## src/rtl/fetch_pkg.sv

```systemverilog
// Shared types and constants for the RV32I instruction fetch stage.
package fetch_pkg;

  localparam int unsigned XLEN = 32;

  typedef enum logic [1:0] {
    REQ,
    WAIT,
    HOLD,
    DROP
  } fetch_state_t;

  localparam logic [XLEN-1:0] NOP_INSTR = 32'h0000_0013;
  localparam logic [XLEN-1:0] PC_STEP   = 32'd4;
  localparam logic [XLEN-1:0] WORD_MASK = 32'hFFFF_FFFC;

  typedef struct packed {
    logic [XLEN-1:0] instr;
    logic [XLEN-1:0] pc;
  } fetch_entry_t;

  // Force an address onto a word boundary.
  function automatic logic [XLEN-1:0] word_align(input logic [XLEN-1:0] addr);
    return addr & WORD_MASK;
  endfunction

endpackage

```

## src/rtl/fetch_if.sv

```systemverilog
// Fetch-stage bus bundle: imem request/response, execute redirect, decode handoff.
interface fetch_if;
  import fetch_pkg::*;

  logic            imem_req_valid;
  logic            imem_req_ready;
  logic [XLEN-1:0] imem_addr;
  logic            imem_rsp_valid;
  logic [XLEN-1:0] imem_rsp_data;
  logic            redirect;
  logic [XLEN-1:0] redirect_pc;
  logic            id_ready;
  logic            id_valid;
  logic [XLEN-1:0] id_instr;
  logic [XLEN-1:0] id_pc;
  logic [XLEN-1:0] id_pc_plus4;

  modport master (
    output imem_req_valid, imem_addr, id_valid, id_instr, id_pc, id_pc_plus4,
    input  imem_req_ready, imem_rsp_valid, imem_rsp_data, redirect, redirect_pc, id_ready
  );

  modport slave (
    input  imem_req_valid, imem_addr, id_valid, id_instr, id_pc, id_pc_plus4,
    output imem_req_ready, imem_rsp_valid, imem_rsp_data, redirect, redirect_pc, id_ready
  );

endinterface

```

## src/rtl/fetch_buffer.sv

```systemverilog
// One-entry holding register for a fetched word that decode could not yet accept.
module fetch_buffer
  import fetch_pkg::*;
(
  input  logic         clk,
  input  logic         rst,
  input  logic         load,
  input  logic         clear,
  input  fetch_entry_t load_entry,
  output fetch_entry_t entry,
  output logic         full
);

  fetch_entry_t entry_q, entry_d;
  logic         full_q, full_d;

  // Load wins over clear so a same-cycle refill never loses data.
  always_comb begin
    entry_d = entry_q;
    full_d  = full_q;
    if (clear) full_d = 1'b0;
    if (load) begin
      entry_d = load_entry;
      full_d  = 1'b1;
    end
  end

  always_ff @(posedge clk or posedge rst) begin
    if (rst) begin
      entry_q <= '{instr: NOP_INSTR, pc: '0};
      full_q  <= 1'b0;
    end else begin
      entry_q <= entry_d;
      full_q  <= full_d;
    end
  end

  assign entry = entry_q;
  assign full  = full_q;

endmodule

```

## src/rtl/fetch_stage.sv

```systemverilog
// RV32I fetch stage: owns the PC, issues one imem request at a time,
// hands words to decode and squashes wrong-path fetches on redirect.
module fetch_stage
  import fetch_pkg::*;
#(
  parameter logic [31:0] RESET_PC = 32'h0000_0000
) (
  input logic     clk,
  input logic     rst,
  fetch_if.master bus
);

  fetch_state_t    state_q, state_d;
  logic [XLEN-1:0] pc_q, pc_d;
  logic            id_valid_q, id_valid_d;
  logic [XLEN-1:0] id_instr_q, id_instr_d;
  logic [XLEN-1:0] id_pc_q, id_pc_d;
  logic [XLEN-1:0] id_pc_plus4_q, id_pc_plus4_d;

  logic            req_valid;
  logic            accept;
  logic            slot_free;
  logic            buf_load, buf_clear, buf_full;
  fetch_entry_t    buf_entry;
  logic [XLEN-1:0] redirect_target;

  // Request is a decode of REQ, masked while reset is held.
  assign req_valid       = (state_q == REQ) && !rst;
  assign accept          = req_valid && bus.imem_req_ready;
  assign slot_free       = !id_valid_q || bus.id_ready;
  assign redirect_target = word_align(bus.redirect_pc);

  fetch_buffer u_buf (
    .clk        (clk),
    .rst        (rst),
    .load       (buf_load),
    .clear      (buf_clear),
    .load_entry ('{instr: bus.imem_rsp_data, pc: pc_q}),
    .entry      (buf_entry),
    .full       (buf_full)
  );

  always_comb begin
    state_d       = state_q;
    pc_d          = pc_q;
    id_valid_d    = id_valid_q && !bus.id_ready;
    id_instr_d    = id_instr_q;
    id_pc_d       = id_pc_q;
    id_pc_plus4_d = id_pc_plus4_q;
    buf_load      = 1'b0;
    buf_clear     = 1'b0;

    unique case (state_q)
      REQ: begin
        if (bus.redirect) begin
          pc_d    = redirect_target;
          state_d = accept ? DROP : REQ;
        end else if (accept) begin
          state_d = WAIT;
        end
      end
      WAIT: begin
        if (bus.redirect) begin
          pc_d    = redirect_target;
          state_d = bus.imem_rsp_valid ? REQ : DROP;
        end else if (bus.imem_rsp_valid) begin
          pc_d = pc_q + PC_STEP;
          if (slot_free) begin
            id_valid_d    = 1'b1;
            id_instr_d    = bus.imem_rsp_data;
            id_pc_d       = pc_q;
            id_pc_plus4_d = pc_q + PC_STEP;
            state_d       = REQ;
          end else begin
            buf_load = 1'b1;
            state_d  = HOLD;
          end
        end
      end
      HOLD: begin
        if (bus.redirect) begin
          pc_d      = redirect_target;
          buf_clear = 1'b1;
          state_d   = REQ;
        end else if (slot_free && buf_full) begin
          id_valid_d    = 1'b1;
          id_instr_d    = buf_entry.instr;
          id_pc_d       = buf_entry.pc;
          id_pc_plus4_d = buf_entry.pc + PC_STEP;
          buf_clear     = 1'b1;
          state_d       = REQ;
        end
      end
      DROP: begin
        if (bus.redirect) pc_d = redirect_target;
        if (bus.imem_rsp_valid) state_d = REQ;
      end
      default: state_d = REQ;
    endcase

    // A redirect always empties the decode slot on the next edge.
    if (bus.redirect) id_valid_d = 1'b0;
  end

  always_ff @(posedge clk or posedge rst) begin
    if (rst) begin
      state_q       <= REQ;
      pc_q          <= word_align(RESET_PC);
      id_valid_q    <= 1'b0;
      id_instr_q    <= NOP_INSTR;
      id_pc_q       <= '0;
      id_pc_plus4_q <= PC_STEP;
    end else begin
      state_q       <= state_d;
      pc_q          <= pc_d;
      id_valid_q    <= id_valid_d;
      id_instr_q    <= id_instr_d;
      id_pc_q       <= id_pc_d;
      id_pc_plus4_q <= id_pc_plus4_d;
    end
  end

  assign bus.imem_req_valid = req_valid;
  assign bus.imem_addr      = pc_q;
  assign bus.id_valid       = id_valid_q;
  assign bus.id_instr       = id_instr_q;
  assign bus.id_pc          = id_pc_q;
  assign bus.id_pc_plus4    = id_pc_plus4_q;

endmodule
```

## src/flat_wrapper.sv

```systemverilog
// flat-port wrapper written by rule: the top's interface ports become plain ports
module fetch_stage_flat import fetch_pkg::*;
#(
  parameter logic [31:0] RESET_PC = 32'h0000_0000
)
  (clk, rst, bus_imem_req_valid, bus_imem_addr, bus_id_valid, bus_id_instr, bus_id_pc, bus_id_pc_plus4, bus_imem_req_ready, bus_imem_rsp_valid, bus_imem_rsp_data, bus_redirect, bus_redirect_pc, bus_id_ready);
  fetch_if bus_i ();
  input logic clk;
  input logic rst;
  output wire logic [$bits(bus_i.imem_req_valid)-1:0] bus_imem_req_valid;
  output wire logic [$bits(bus_i.imem_addr)-1:0] bus_imem_addr;
  output wire logic [$bits(bus_i.id_valid)-1:0] bus_id_valid;
  output wire logic [$bits(bus_i.id_instr)-1:0] bus_id_instr;
  output wire logic [$bits(bus_i.id_pc)-1:0] bus_id_pc;
  output wire logic [$bits(bus_i.id_pc_plus4)-1:0] bus_id_pc_plus4;
  input wire logic [$bits(bus_i.imem_req_ready)-1:0] bus_imem_req_ready;
  input wire logic [$bits(bus_i.imem_rsp_valid)-1:0] bus_imem_rsp_valid;
  input wire logic [$bits(bus_i.imem_rsp_data)-1:0] bus_imem_rsp_data;
  input wire logic [$bits(bus_i.redirect)-1:0] bus_redirect;
  input wire logic [$bits(bus_i.redirect_pc)-1:0] bus_redirect_pc;
  input wire logic [$bits(bus_i.id_ready)-1:0] bus_id_ready;
  assign bus_imem_req_valid = bus_i.imem_req_valid;
  assign bus_imem_addr = bus_i.imem_addr;
  assign bus_id_valid = bus_i.id_valid;
  assign bus_id_instr = bus_i.id_instr;
  assign bus_id_pc = bus_i.id_pc;
  assign bus_id_pc_plus4 = bus_i.id_pc_plus4;
  assign bus_i.imem_req_ready = bus_imem_req_ready;
  assign bus_i.imem_rsp_valid = bus_imem_rsp_valid;
  assign bus_i.imem_rsp_data = bus_imem_rsp_data;
  assign bus_i.redirect = bus_redirect;
  assign bus_i.redirect_pc = bus_redirect_pc;
  assign bus_i.id_ready = bus_id_ready;
  fetch_stage #(.RESET_PC(RESET_PC)) u_core (.clk(clk), .rst(rst), .bus(bus_i));
endmodule
```

## config.mk

```make
export PLATFORM = sky130hd
export DESIGN_NAME = fetch_stage_flat
export DESIGN_NICKNAME = d
export VERILOG_FILES = /design/src/rtl/fetch_pkg.sv /design/src/rtl/fetch_if.sv /design/src/rtl/fetch_buffer.sv /design/src/rtl/fetch_stage.sv /design/src/flat_wrapper.sv
export SDC_FILE = /design/constraint.sdc
export NUM_CORES = 1
export LEC_CHECK = 0
export CAP_MARGIN = 5
export CORE_UTILIZATION = 30
export DETAILED_ROUTE_END_ITERATION = 12
export PLACE_DENSITY = 0.52
export SETUP_SLACK_MARGIN = 0.4
export SLEW_MARGIN = 20
export SYNTH_ARGS = -nofsm -noshare
export SYNTH_HDL_FRONTEND = slang
export SYNTH_SLANG_ARGS = --single-unit
```

## constraint.sdc

```tcl
create_clock -name clk -period 13.7 [get_ports clk]
set_input_delay 3.425 -clock clk [delete_from_list [all_inputs] [get_ports clk]]
set_output_delay 3.425 -clock clk [all_outputs]
set_load 0.1 [all_outputs]
```

# [After elaboration in Yosys (flattened, before gate mapping)]
# Index checks and enable logic that the tools add are counted.
[classes] add_sub_neg=2 n_eq_ne=13 mux=47 n_reduce_logical=15
[ops] op="$mux W32" n=18
[ops] op="$pmux W32 S2" n=4
[ops] op="$add A32 B3 Y32 const B" n=2
[ops] op="$mux W2" n=10
[ops] op="$mux W1" n=13
[ops] op="$ne A2 B2 Y1 const B" n=4
[ops] op="$pmux W2 S4" n=1
[ops] op="$ne A2 B1 Y1 const B" n=3
[ops] op="$ne A3 B2 Y1 const B" n=2
[ops] op="$reduce_and A6 Y1" n=1
[ops] op="$eq A2 B2 Y1 const B" n=2
[ops] op="$logic_and A1 B1 Y1" n=4
[ops] op="$reduce_and A4 Y1" n=1
[ops] op="$reduce_bool A2 Y1" n=2
[ops] op="$logic_not A1 Y1" n=3
[ops] op="$ne A3 B3 Y1 const B" n=1
[ops] op="$reduce_or A3 Y1" n=1
[ops] op="$eq A2 B1 Y1 const B" n=1
[ops] op="$logic_not A2 Y1" n=1
[ops] op="$pmux W1 S2" n=1
[ops] op="$reduce_and A2 Y1" n=1
[ops] op="$logic_or A1 B1 Y1" n=1
[word_totals] register_bits=196 in_bits=70 out_inout_bits=130 elab_cells=86

# [Longest topological paths before layout]
[depth] ltp_word=8 ltp_mapped=11

# [Modules after synthesis]
# From an unflattened synthesis, not the netlist that was laid out.
[hier_totals] hier_cells=947 area_unflattened_um2=9939.5
[by_module_without_submodules] module="fetch_stage" instances=1 cells_per_inst=808 area_each_um2=7317.0
[by_module_without_submodules] module="fetch_buffer" instances=1 cells_per_inst=139 area_each_um2=2622.5

# [Worst setup path before layout]
# OpenSTA, ideal clock, no wires.
[synth_timing] path_kind="input to output" from="input rst" to="output bus_imem_req_valid" arrival_ns=4.760 required_ns=10.275 setup_slack_ns=5.515 path_stages=1 path_buffers=0 cell_sequence="nor2b_1"
[synth_between] elab_chain_cells=2
[synth_rtl] element="from (decl)" line="flat_wrapper.sv:9" rtl="input logic rst;"
[synth_rtl] element="$logic_not A1 Y1" line="fetch_stage.sv:28" rtl="assign req_valid = (state_q == REQ) && !rst;"
[synth_rtl] element="$logic_and A1 B1 Y1" line="fetch_stage.sv:28"
[synth_rtl] element="to (decl)" line="flat_wrapper.sv:10" rtl="output wire logic [$bits(bus_i.imem_req_valid)-1:0] bus_imem_req_valid;"
# Every way passes these cells.

# [Worst setup path after layout]
# Ends and elaborated chain as after synthesis.

==> flow_summary.yaml <==
layout:
  fin_nets: 1170
  multi_input_area_um2: 4583
  insertedDiodeCount: 0
  seq_area_um2: 4713
  final_cell_area_um2: 12450
  drive_gt1_frac: 0.1051
  syn2layout_area_growth_pct: 28.55
  fill_cells: 3147
detailed_routing:
  drc_errors: 0
  vias: 7422
  wirelength_um: 27310
  ant_nets: 0
  viasPerCell: 4.928
  dr.pass1.iters: 5
  wl_per_cell_um: 18.13
  drt_iter0_markers: 416
placement:
  io_buffers: 191
  dp_hpwl_um: 18910
  routabilityCongestion: 0.7537
  pre_cts_slack_ns: 5.032
  placed_cell_area_um2: 11790
logic_synthesis:
  yosysSeqAreaShare: 0.4867
  ys_types: 47
  synth_async_sr_flop_share: 1.000
  synth_ff_type: "dfrtp_1"
  synth_area_per_cell_um2: 10.17
  synth_top_area_frac: 0.4677
  yosysTopAreaCell: "dfrtp_1"
  ys_ff_latch: 188
  synthTopCellsByArea: "dfrtp_1 47%, mux2i_1 7.9%, mux2_2 7.4%"
  synth_most_common_cell: "dfrtp_1"
  synth_common_cells: "181 x dfrtp_1, 142 x nand2_1, 114 x o21ai_0"
  synth_edf_count: 0
  syn_area_um2: 9684
  syn_inst: 952
  synth_warnings: 0
clock_tree:
  post_cts_buffers: 0
  cts_inserted_buffers: 17
  numClockSinks: 188
  root_buffer: "clkbuf_16"
  clk_pin_slew_ns: 0.07
  ctsLongestPathBuffers: 2
  postCtsHoldBufs: 0
  clock_latency_ns: 0.44
  cts_resized: 0
  cts_tree: "yes"
  htreeDepth: 4
flow_run:
  drv_cap: 0
die:
  io_pins: 200
  die_h_um: 181.7
  coreArea_um2: 31640
  start_util: 0.3061
  die_x_um: 181.7
  dieArea_um2: 33000
  core.rowCount: 65
critical_path:
  critical_path_class: "primary input to output pin"
  critPathBufInv: 2
  timing.rr.start: "u_core.state_q[0]$_DFFE_PP0P_"
  cpPeakStageDelay_ns: 1.14
  path_cells: "clkdlybuf4s50_1, nor2b_1, clkdlybuf4s50_1"
  critPathSlowestCell: "clkdlybuf4s50_1"
  cpLargestDelayFamily: "buffers and inverters"
  worstPathMaxFanout: 3
  crit_path_end_kind: "output pin"
  worstSetupStartpointType: "primary input"
  cp.required_ns: 10.27
  cpMostUsedCell: "clkdlybuf4s50_1"
  setup.worst_path.start: "rst"
  crit_arrival_ns: 5.25
global_routing:
  grt_pass1_wl_um: 42830
  antenna_found_initial: 0
  grt_usage: 0.1697
  grt_overflow: 0
  grt_max_degree: 120
  grt_pass1_vias: 7190
timing:
  slew_viol_final: 0
  tightest_slew_ns: 1.086
  min_period_over_period: 0.6330
  rsz0062_at_grt: "no"
  setup_tns_ns: 0
  fmax_mhz: 115.3
  layout_setup_ws_ns: 5.027
  setup_viol: 0
  skew_ns: 0.01387
  slew_headroom: 0.2735
  period_needed_ns: 8.673
  whs_ns: 0.4701
  final_hold_viol_count: 0
power_and_ir_drop:
  p_per_area_nw_per_um2: 268.8
  p_leak_uw: 0.004993
  vdd_drop_max_mv: 0.1745
worst_hold_path:
  hp-start: "u_core.bus.id_pc_plus4[2]$_DFFE_PP1P_"
  hp-class: "flip-flop to flip-flop"
status:
  status: "complete, no violations"
[metal layers]
metal / vias up / routed length, µm / GRT usage
met1: 3620 / 13400 / 0.2401
met5: - / 0 / 0
met3: 18 / 1253 / 0.03530
li1: 3592 / - / -
met4: 0 / 272 / 0.04441
met2: 192 / 12390 / 0.2622
[area by class of cell]
class / count / share of cell area
Multi-Input combinational cell: 678 / 0.3681
Tap cell: 402 / 0.04040
Inverter: 11 / 0.003920
Clock inverter: 10 / 0.01497
Clock buffer: 21 / 0.03779
Sequential cell: 188 / 0.3786
Timing Repair Buffer: 196 / 0.1562
[placed cells by master, fill, tap and decap left out, types with 5 or more instances in the layout]
| cell | Yosys | final |
|---|---|---|
| o221ai_1 | 6 | 6 |
| o21ai_0 | 114 | 114 |
| buf_4 | 7 | 5 |
| xor2_1 | 31 | 31 |
| clkbuf_16 | 0 | 17 |
| a21oi_1 | 9 | 9 |
| dfstp_2 | 7 | 7 |
| and2_1 | 10 | 10 |
| mux2i_1 | 76 | 76 |
| nor2_1 | 21 | 20 |
| conb_1 | 1 | 6 |
| nor3_1 | 17 | 17 |
| dfrtp_1 | 181 | 181 |
| and3_1 | 7 | 7 |
| nor4_1 | 13 | 13 |
| inv_1 | 11 | 10 |
| xnor2_1 | 45 | 45 |
| mux2_2 | 64 | 64 |
| clkdlybuf4s50_1 | 0 | 190 |
| nand2_1 | 142 | 142 |
| ha_1 | 8 | 7 |
| and4_1 | 13 | 13 |
| nand4_1 | 25 | 25 |
| nand3_1 | 31 | 31 |
| bufinv_16 | 0 | 5 |
[final timing paths]
kind | to | slack (ns) | depth (start not counted)
min in group asynchronous | u_core.bus.id_valid$_DFF_PP0_ | 3.56 | 2
hold / removal | u_core.bus.id_pc_plus4[2]$_DFFE_PP1P_ | 0.47 | 2
max in group asynchronous | u_core.u_buf.entry[34]$_DFFE_PP0P_ | 8.69 | 3
setup reg to reg | u_core.bus.id_instr[18]$_DFFE_PP0P_ | 10.35 | 6
setup / recovery | bus_imem_req_valid | 5.03 | 3
hold reg to reg | u_core.bus.id_pc_plus4[2]$_DFFE_PP1P_ | 0.47 | 2
[where the power goes]
group | internal [µW] | switching [µW] | leakage, µW
Sequential | 783 | 184 | 0.00239
Combinational | 460 | 1360 | 0.00229
Clock | 338 | 222 | 0.000312
[registers in the layout, indices dropped and copies added (netlist names)]
signal and cells:
u_core.bus.id_pc 30, u_core.bus.id_pc_plus4 30, u_core.u_buf.entry 62, u_core.bus.imem_addr 30, u_core.bus.id_instr 32, u_core.u_buf.full 1
u_core.bus.id_valid 1, u_core.state_q 2
[per-stage QoR]
stage,instances,utilization,power (µW)
after global routing,1506,0.3935,3508
final,1506,0.3935,3346
after CTS,1506,0.3935,3379
after global placement,1475,0.3728,2793
after floorplan,957,-,2351
after detailed placement,1475,0.3728,2810
[cell families after synthesis]
kind of cell / share of synthesized area
AND/OR/NAND/NOR: 0.1503
multiplexers: 0.1530
buffers and inverters: 0.04444
other: 0.0003872
flip-flops: 0.4867
AO/OA/AOI/OAI: 0.08618
XOR/XNOR: 0.06873
adder cells (fa/ha/maj): 0.01034
[worst reg2reg max path: cells and delay by family (launching register included)]
family	cells	cell delay, ns
buf+inv	2	1.03
simple gates	1	0.64
fa+ha+maj	1	0.54
flops	1	0.43
mux	1	0.31
compound gates	1	0.24
(Power assumes the default switching activity.)
